### src/rtl/pix_pkg.sv
// Shared pixel types and BT.601-style luma constants for the pixel path.
package pix_pkg;

  localparam int LUMA_COEF_R = 77;
  localparam int LUMA_COEF_G = 150;
  localparam int LUMA_COEF_B = 29;
  localparam int LUMA_ROUND  = 128;

  typedef logic [7:0] pix8_t;

  typedef struct packed {
    pix8_t r;
    pix8_t g;
    pix8_t b;
  } rgb888_t;

endpackage

### src/rtl/sync_fifo_fwft.sv
// First-word-fall-through FIFO, synchronous active-high reset.
// A push while full is accepted only when a pop frees the head slot in the same cycle.
module sync_fifo_fwft #(
  parameter int WIDTH = 8,
  parameter int DEPTH = 16
)(
  input  logic                     clk,
  input  logic                     rst,
  input  logic                     push,
  input  logic [WIDTH-1:0]         din,
  input  logic                     pop,
  output logic [WIDTH-1:0]         dout,
  output logic                     full,
  output logic                     empty,
  output logic [$clog2(DEPTH):0]   level
);

  localparam int AW = $clog2(DEPTH);
  localparam int LW = AW + 1;

  logic [WIDTH-1:0] mem [DEPTH];
  logic [AW-1:0]    wr_ptr, rd_ptr;
  logic             do_push, do_pop;

  assign full    = (level == LW'(DEPTH));
  assign empty   = (level == '0);
  assign do_pop  = pop && !empty;
  assign do_push = push && (!full || do_pop);
  // Head reads as zero when empty so no stale word is ever visible.
  assign dout    = empty ? '0 : mem[rd_ptr];

  always_ff @(posedge clk) begin
    if (do_push) mem[wr_ptr] <= din;
  end

  always_ff @(posedge clk) begin
    if (rst) begin
      wr_ptr <= '0;
      rd_ptr <= '0;
      level  <= '0;
    end else begin
      if (do_push) wr_ptr <= wr_ptr + 1'b1;
      if (do_pop)  rd_ptr <= rd_ptr + 1'b1;
      case ({do_push, do_pop})
        2'b10:   level <= level + 1'b1;
        2'b01:   level <= level - 1'b1;
        default: level <= level;
      endcase
    end
  end

endmodule

### src/rtl/rgb_gray_fifo.sv
// RGB888 -> 8-bit luma, 3-stage non-stalling pipeline feeding a FWFT FIFO.
// Define DROP_CNT_EN to add the saturating drop_cnt port.
module rgb_gray_fifo
  import pix_pkg::*;
#(
  parameter int FIFO_DEPTH = 16,
  parameter int COEF_R     = LUMA_COEF_R,
  parameter int COEF_G     = LUMA_COEF_G,
  parameter int COEF_B     = LUMA_COEF_B
)(
  input  logic                          sys_clk,
  input  logic                          sys_rst,
  input  logic                          pix_in_valid,
  input  logic [7:0]                    r_in,
  input  logic [7:0]                    g_in,
  input  logic [7:0]                    b_in,
  output logic [7:0]                    gray_out,
  output logic                          gray_valid,
  input  logic                          gray_ready,
  output logic [$clog2(FIFO_DEPTH):0]   fifo_level,
  output logic                          overflow,
  input  logic                          ovf_clear
`ifdef DROP_CNT_EN
  ,
  output logic [15:0]                   drop_cnt
`endif
);

  localparam logic [15:0] CR = 16'(COEF_R);
  localparam logic [15:0] CG = 16'(COEF_G);
  localparam logic [15:0] CB = 16'(COEF_B);

  rgb888_t     px;
  logic [1:0]  vld_pipe;
  logic [15:0] pr, pg, pb;
  logic [16:0] sum;
  pix8_t       luma;
  logic        fifo_full, fifo_empty, drop;
  logic        sum_unused;

  assign px = '{r: r_in, g: g_in, b: b_in};

  always_ff @(posedge sys_clk) begin
    if (sys_rst) begin
      vld_pipe <= '0;
      pr       <= '0;
      pg       <= '0;
      pb       <= '0;
      sum      <= '0;
    end else begin
      vld_pipe <= {vld_pipe[0], pix_in_valid};
      pr       <= CR * {8'd0, px.r};
      pg       <= CG * {8'd0, px.g};
      pb       <= CB * {8'd0, px.b};
      sum      <= {1'b0, pr} + {1'b0, pg} + {1'b0, pb} + 17'(LUMA_ROUND);
    end
  end

  // Weights sum to 256, so the rounded sum never exceeds 65408 and bits [15:8] hold the luma.
  assign luma       = sum[15:8];
  assign sum_unused = ^{sum[16], sum[7:0]};

  sync_fifo_fwft #(
    .WIDTH (8),
    .DEPTH (FIFO_DEPTH)
  ) u_fifo (
    .clk   (sys_clk),
    .rst   (sys_rst),
    .push  (vld_pipe[1]),
    .din   (luma),
    .pop   (gray_ready),
    .dout  (gray_out),
    .full  (fifo_full),
    .empty (fifo_empty),
    .level (fifo_level)
  );

  assign gray_valid = !fifo_empty;
  assign drop       = vld_pipe[1] && fifo_full && !gray_ready;

  // A drop in the clear cycle wins over the clear.
  always_ff @(posedge sys_clk) begin
    if (sys_rst)        overflow <= 1'b0;
    else if (drop)      overflow <= 1'b1;
    else if (ovf_clear) overflow <= 1'b0;
  end

`ifdef DROP_CNT_EN
  always_ff @(posedge sys_clk) begin
    if (sys_rst)             drop_cnt <= '0;
    else if (drop) begin
      if (ovf_clear)         drop_cnt <= 16'd1;
      else if (drop_cnt != 16'hFFFF) drop_cnt <= drop_cnt + 1'b1;
    end
    else if (ovf_clear)      drop_cnt <= '0;
  end
`endif

endmodule

### config.mk
export PLATFORM = sky130hd
export DESIGN_NAME = rgb_gray_fifo
export DESIGN_NICKNAME = d
export VERILOG_FILES = /design/src/rtl/pix_pkg.sv /design/src/rtl/sync_fifo_fwft.sv /design/src/rtl/rgb_gray_fifo.sv
export SDC_FILE = /design/constraint.sdc
export NUM_CORES = 1
export LEC_CHECK = 0
export CAP_MARGIN = 5
export CORE_MARGIN = 10
export CORE_UTILIZATION = 25
export DETAILED_ROUTE_END_ITERATION = 7
export GPL_TIMING_DRIVEN = 0
export PLACE_DENSITY_LB_ADDON = 0.05
export RECOVER_POWER = 25
export SYNTH_ARGS = -nofsm -noshare
export SYNTH_HDL_FRONTEND = slang
export SYNTH_SLANG_ARGS = --single-unit
### constraint.sdc
create_clock -name sys_clk -period 3.9 [get_ports sys_clk]
set_input_delay 0.78 -clock sys_clk [delete_from_list [all_inputs] [get_ports sys_clk]]
set_output_delay 0.78 -clock sys_clk [all_outputs]
set_load 0.05 [all_outputs]
==> metrics.txt, run 1 <==
status finished, final reports clean; startpoint types flip-flop; final antenna diode count 0; Hold WS 0.4625 ns; peak supply drop 0.0003162 V; top-count cell post-synth ha_1; total clock sinks 199; Power Total 0.008079 W; Worst Setup EP gray_out[1]; die area 53300 um^2; r2r setup slk 0.66 ns; element type at the critical path end primary output; fraction of registers with async set/reset 0; gr ovfl total 0; Synth Cell Area 11120 um^2; via count of the first global-routing pass 6877; Crit Path Max Fanout 10; layout cells sized above 1 0.1081; Clock Skew 0.01689 ns; Slowest cell on crit path clkdlybuf4s50_1; vias 6320; final setup fails 0; slew margin rel. 0.3647; Via density 4.115; WP data required 3.12 ns; cts hold-fix bufs 0; worst path cell trace buf_6, buf_8, mux4_2, mux4_2, nor2b_4, clkdlybuf4s50_1; CP most frequent cell mux4_2; largest net degree at the start of global routing 20; DR pass1 iterations 4; number of CTS-inserted buffers 17; share of the synthesized area in the top cell type 0.3458; post-synthesis sequential area ratio 0.4736; Mean Syn Cell Area 12.84 um^2; Die Y 230.9 um; Seq cells post-synth 199; most used flip-flop cell after synthesis edfxtp_1; fin crit share 0.9670; filler cell count 4621; worst hold path stage count 1; count of different cell masters after synthesis 56; Synthesis Warnings 0; Core ar. 44120 um^2; H-tree levels 4; CTS Buffer Depth 2; DPL Wire Length 19750 um; clk root buf clkbuf_16; most frequent cells after synthesis 134 x ha_1, 128 x edfxtp_1, 125 x inv_1; worst hold path class reg -> reg; initial DRC count 256; GP Congestion 0.7055; f_max 265.2 MHz; reg2reg start pg[4]; power per cell area 621.9 nW/um^2; Die W 230.9 um; num ports 44; initial antenna violation count 0; Core Rows 77; CTS tree built; Max stage delay on crit path 0.70 ns; Top delay family on crit path buffers and inverters; P_leak 5.348 nW; Least-Margin Pin Slew 0.9494 ns; R2R depth 11; antenna viol nets, final 0; Max-Cap Viols 0; WL/cell 17.02 um; Total Nets Final 1133; initial core utilization 0.2519; first-pass GRT wire length 41100 um; final hold vios 0; Post-synth EDFFs 128; Worst Path Buf+Inv 3; synthesized net count 1068; Buffers on Ports 43; reg2reg end sum[13]; drc violations 0; Period minus WS final 3.771 ns; RSZ-0062 raised after global routing true; Cells after Synth 866; final wirelength 26140 um; Yosys top cell by area edfxtp_1; Clk pin slew, worst setup/hold paths 0.08 ns; GRT Util Overall 0.1023; WP depth 6; Area contributors post-synth edfxtp_1 35%, ha_1 15%, dfxtp_1 13%, fa_1 7.0%, mux4_2 6.5%; synthesis-to-layout area growth 16.85%; hold path startpoint vld_pipe[0]; final slew viol count 0; clk_lat worst skew 0.45 ns; Setup CP Type reg -> out; Worst EP arrival 2.99 ns
==> what timing repair did <==
action | CTS | global route
resized for setup | 17 | 23
setup endpoints to repair | 8 | 12
setup buffers | 0 | 0
cloned | 0 | 0
pin swaps | 1 | 3
==> state kept, by name, summed over array words and instances, names as in the netlist, named ones only <==
| register | cells |
|---|---|
| vld_pipe | 2 |
| pb | 13 |
| u_fifo.wr_ptr | 4 |
| pr | 15 |
| u_fifo.rd_ptr | 4 |
| u_fifo.level | 5 |
| overflow | 1 |
| sum | 8 |
| u_fifo.mem | 128 |
| pg | 15 |
==> per-layer routing <==
layer | track usage | vias to the layer above | wire length, um
met4 | 0.02775 | 0 | 259
met5 | 0 | - | 0
met3 | 0.01950 | 15 | 541
li1 | - | 3174 | -
met2 | 0.1816 | 40 | 13650
met1 | 0.1238 | 3091 | 11700
==> cell families (layout without fill, tap and decap cells) <==
family | after synthesis | in the layout | share of synthesized area
simple gates | 173 | 173 | 0.07901
flops | 199 | 199 | 0.4736
fa+ha+maj | 173 | 173 | 0.2210
buf+inv | 146 | 224 | 0.05594
xor+xnor | 36 | 36 | 0.02836
mux | 44 | 44 | 0.08768
compound gates | 95 | 95 | 0.05436
==> final cells by class <==
| type | count | area (um^2) | share of cell area |
|---|---|---|---|
| flip-flops and latches | 199 | 5265 | 0.4053 |
| multi-input cells | 521 | 5313 | 0.4090 |
| clock inverters | 14 | 155.1 | 0.01194 |
| repair buffers | 46 | 465.4 | 0.03583 |
| well taps | 592 | 740.7 | 0.05702 |
| inverters | 125 | 469.2 | 0.03612 |
| clock buffers | 18 | 429.2 | 0.03304 |
| plain buffers | 21 | 152.6 | 0.01175 |
==> cell usage in the layout (no fill, tap or decap), types with 9 or more instances in the layout <==
cell	netlist	routed
inv_1	125	125
ha_1	134	134
clkbuf_16	0	17
nand2_1	18	18
nor2_1	75	74
dfxtp_1	71	71
xor2_1	16	16
a21oi_1	28	24
clkdlybuf4s50_1	0	24
a21o_1	14	14
mux4_2	32	32
fa_1	39	39
o21ai_1	9	10
nor3_1	13	9
o21a_1	9	9
edfxtp_1	128	128
xnor2_1	20	20
nor2b_1	30	30
==> worst min path at each step <==
stage	endpoint	slack (ns)
6_report	vld_pipe[1]	0.46
3_3_place_gp	vld_pipe[1]	0.46
3_5_place_dp	vld_pipe[1]	0.45
5_1_grt	vld_pipe[1]	0.49
4_1_cts	vld_pipe[1]	0.46
2_1_floorplan	vld_pipe[1]	0.41
==> through the flow <==
stage / cell area, um^2 / cells / utilization / TNS, ns / setup WS (ns)
floorplan: 11120 / 866 / - / 0 / 0.09051
global placement: 12290 / 1501 / 0.2785 / -19.05 / -1.009
detailed placement: 12340 / 1504 / 0.2797 / -8.907 / -0.9528
CTS: 12930 / 1536 / 0.2931 / 0 / 0.003266
global route: 12990 / 1536 / 0.2944 / -0.01700 / -0.01700
finish: 12990 / 1536 / 0.2944 / 0 / 0.1288
==> where the power goes <==
part / internal (W) / switching (W) / total (W)
clock network: 0.000914 / 0.000887 / 0.00180
registers: 0.00256 / 0.000229 / 0.00279
logic: 0.00153 / 0.00197 / 0.00349
Power figures use the tool's default switching activity.
==> run 2, diff against run 1 <==
--- a/config.mk
+++ b/config.mk
@@ -6,7 +6,7 @@
 export NUM_CORES = 1
 export LEC_CHECK = 0
 export CAP_MARGIN = 5
-export CORE_MARGIN = 10
+export CORE_MARGIN = 2
 export CORE_UTILIZATION = 25
 export DETAILED_ROUTE_END_ITERATION = 7
 export GPL_TIMING_DRIVEN = 0
==> run 2 against run 1 <==
  * Cell area about the same
  * Highest routed layer unchanged
  * Critical endpoint is now pr[14]
  * Die area decreased by 13%
  * Count of clock-buffer cells in the layout decreased by 1
==> metrics.txt, run 2 (synthesis gave the netlist of run 1 again) <==
Worst Setup EP pr[14]; Worst EP arrival 4.09 ns; Setup CP Type in -> reg; vias 6437; initial antenna violation count 0; fin crit share 0.9773; Via density 4.191; startpoint types input port; CP most frequent cell ha_1; number of CTS-inserted buffers 17; largest net degree at the start of global routing 20; Worst Path Buf+Inv 3; Largest register FFs 128; synthesis-to-layout area growth 16.92%; R2R depth 11; final antenna diode count 0; Crit Path Max Fanout 4; Max-Cap Viols 0; final hold vios 0; initial DRC count 164; Power Total 0.008054 W; Total Nets Final 1134; Period minus WS final 3.811 ns; P_leak 5.318 nW; WP depth 13; power per cell area 619.6 nW/um^2; f_max 262.4 MHz; CTS tree built; Largest regs u_fifo.mem: 128 flops, pg: 15 flops, pr: 15 flops; reg2reg start pr[4]; GRT Util Overall 0.1172; slew margin rel. 0.3947; Core Rows 77; first-pass GRT wire length 40100 um; filler cell count 4561; antenna viol nets, final 0; CP Launch Point r_in[4]; status finished, final reports clean; Slowest cell on crit path fa_1; clk root buf clkbuf_16; GP Congestion 0.7264; clk_lat worst skew 0.45 ns; H-tree levels 4; Buffers on Ports 43; WP data required 4.18 ns; cts hold-fix bufs 0; hold path startpoint vld_pipe[0]; num ports 44; WL/cell 16.74 um; drc violations 0; DPL Wire Length 19460 um; Die Y 214.9 um; most frequent cells in the layout 132 x ha_1, 128 x edfxtp_1, 122 x inv_1; Top delay family on crit path adder cells; worst hold path stage count 1; Hold WS 0.4498 ns; Clk pin slew, worst setup/hold paths 0.08 ns; gr ovfl total 0; final setup fails 0; DR pass1 iterations 4; Clock Skew 0.01444 ns; Top reg by flops u_fifo.mem; final slew viol count 0; r2r setup slk 0.74 ns; peak supply drop 0.0003431 V; via count of the first global-routing pass 6846; final wirelength 25710 um; worst hold path class reg -> reg; layout cells sized above 1 0.1186; reg2reg end sum[13]; total clock sinks 199; leading cell type in the layout, fill and taps excluded ha_1; Least-Margin Pin Slew 0.9031 ns; worst path cell trace dlygate4sd2_1, ha_1, ha_1, inv_1, fa_1, fa_1, inv_1, ha_1, o21a_1, a21oi_4, a21oi_2, a2111oi_2, nor3_1; initial core utilization 0.2525; Max stage delay on crit path 0.52 ns; Die W 214.9 um; element type at the critical path end flip-flop; Core ar. 44030 um^2; CTS Buffer Depth 2; die area 46170 um^2
-- run 2: cell types whose count changed in the layout (fill, tap and decap cells not counted), moves of 2 or more --
cell	delta
ha_1	-2
clkdlybuf4s50_1	+3
buf_4	+4
inv_2	+3
inv_1	-3
xnor2_1	-2
xnor2_2	+2
o21ai_2	+2
dlygate4sd2_1	-2
buf_6	-3
o21ai_1	-2
-- run 2: per-stage QoR --
| stage | setup TNS (ns) | area, um^2 | cells | worst slack, ns | utilization |
|---|---|---|---|---|---|
| after floorplan | 0 | 11120 | 866 | 0.09051 | - |
| after global placement | -14.87 | 12290 | 1501 | -1.039 | 0.2791 |
| after detailed placement | -10.07 | 12310 | 1501 | -1.033 | 0.2795 |
| after CTS | 0 | 12890 | 1532 | 0.009448 | 0.2928 |
| after global routing | -0.04065 | 13000 | 1536 | -0.03022 | 0.2952 |
| final | 0 | 13000 | 1536 | 0.08865 | 0.2952 |
-- run 2: repair_timing --
| item | 4_1_cts | 5_1_grt |
|---|---|---|
| gates resized for setup | 19 | 27 |
| pin swaps | 3 | 8 |
| setup buffers | 0 | 4 |
| endpoints found under the setup margin | 8 | 12 |
| endpoints found under the hold margin | 0 | 0 |
-- run 2: worst min-delay path by stage --
stage / endpoint / slack (ns)
floorplan: vld_pipe[1] / 0.41
global route: vld_pipe[1] / 0.47
global placement: vld_pipe[1] / 0.44
finish: vld_pipe[1] / 0.45
CTS: vld_pipe[1] / 0.46
detailed placement: vld_pipe[1] / 0.44
-- run 2: final cells by class --
type	count	area [um^2]	area share
repair buffers	47	461.7	0.03552
flip-flops and latches	199	5265	0.4051
well taps	592	740.7	0.05699
clock buffers	17	425.4	0.03273
plain buffers	21	152.6	0.01174
multi-input cells	521	5353	0.4118
clock inverters	14	130.1	0.01001
inverters	125	469.2	0.03610
-- run 2: routing by layer --
layer | share of wire | up-vias | track usage
met4 | 0.0078 | 0 | 0.02778
met5 | 0 | - | 0
li1 | - | 3176 | -
met3 | 0.019 | 10 | 0.02194
met2 | 0.53 | 47 | 0.2123
met1 | 0.45 | 3204 | 0.1433
-- run 2: power by group --
part           total [W]  internal (W)  switching (W)
Clock            0.00170      0.000844       0.000858
Combinational    0.00355       0.00157        0.00198
Sequential       0.00280       0.00256       0.000241
Total            0.00805       0.00497        0.00308
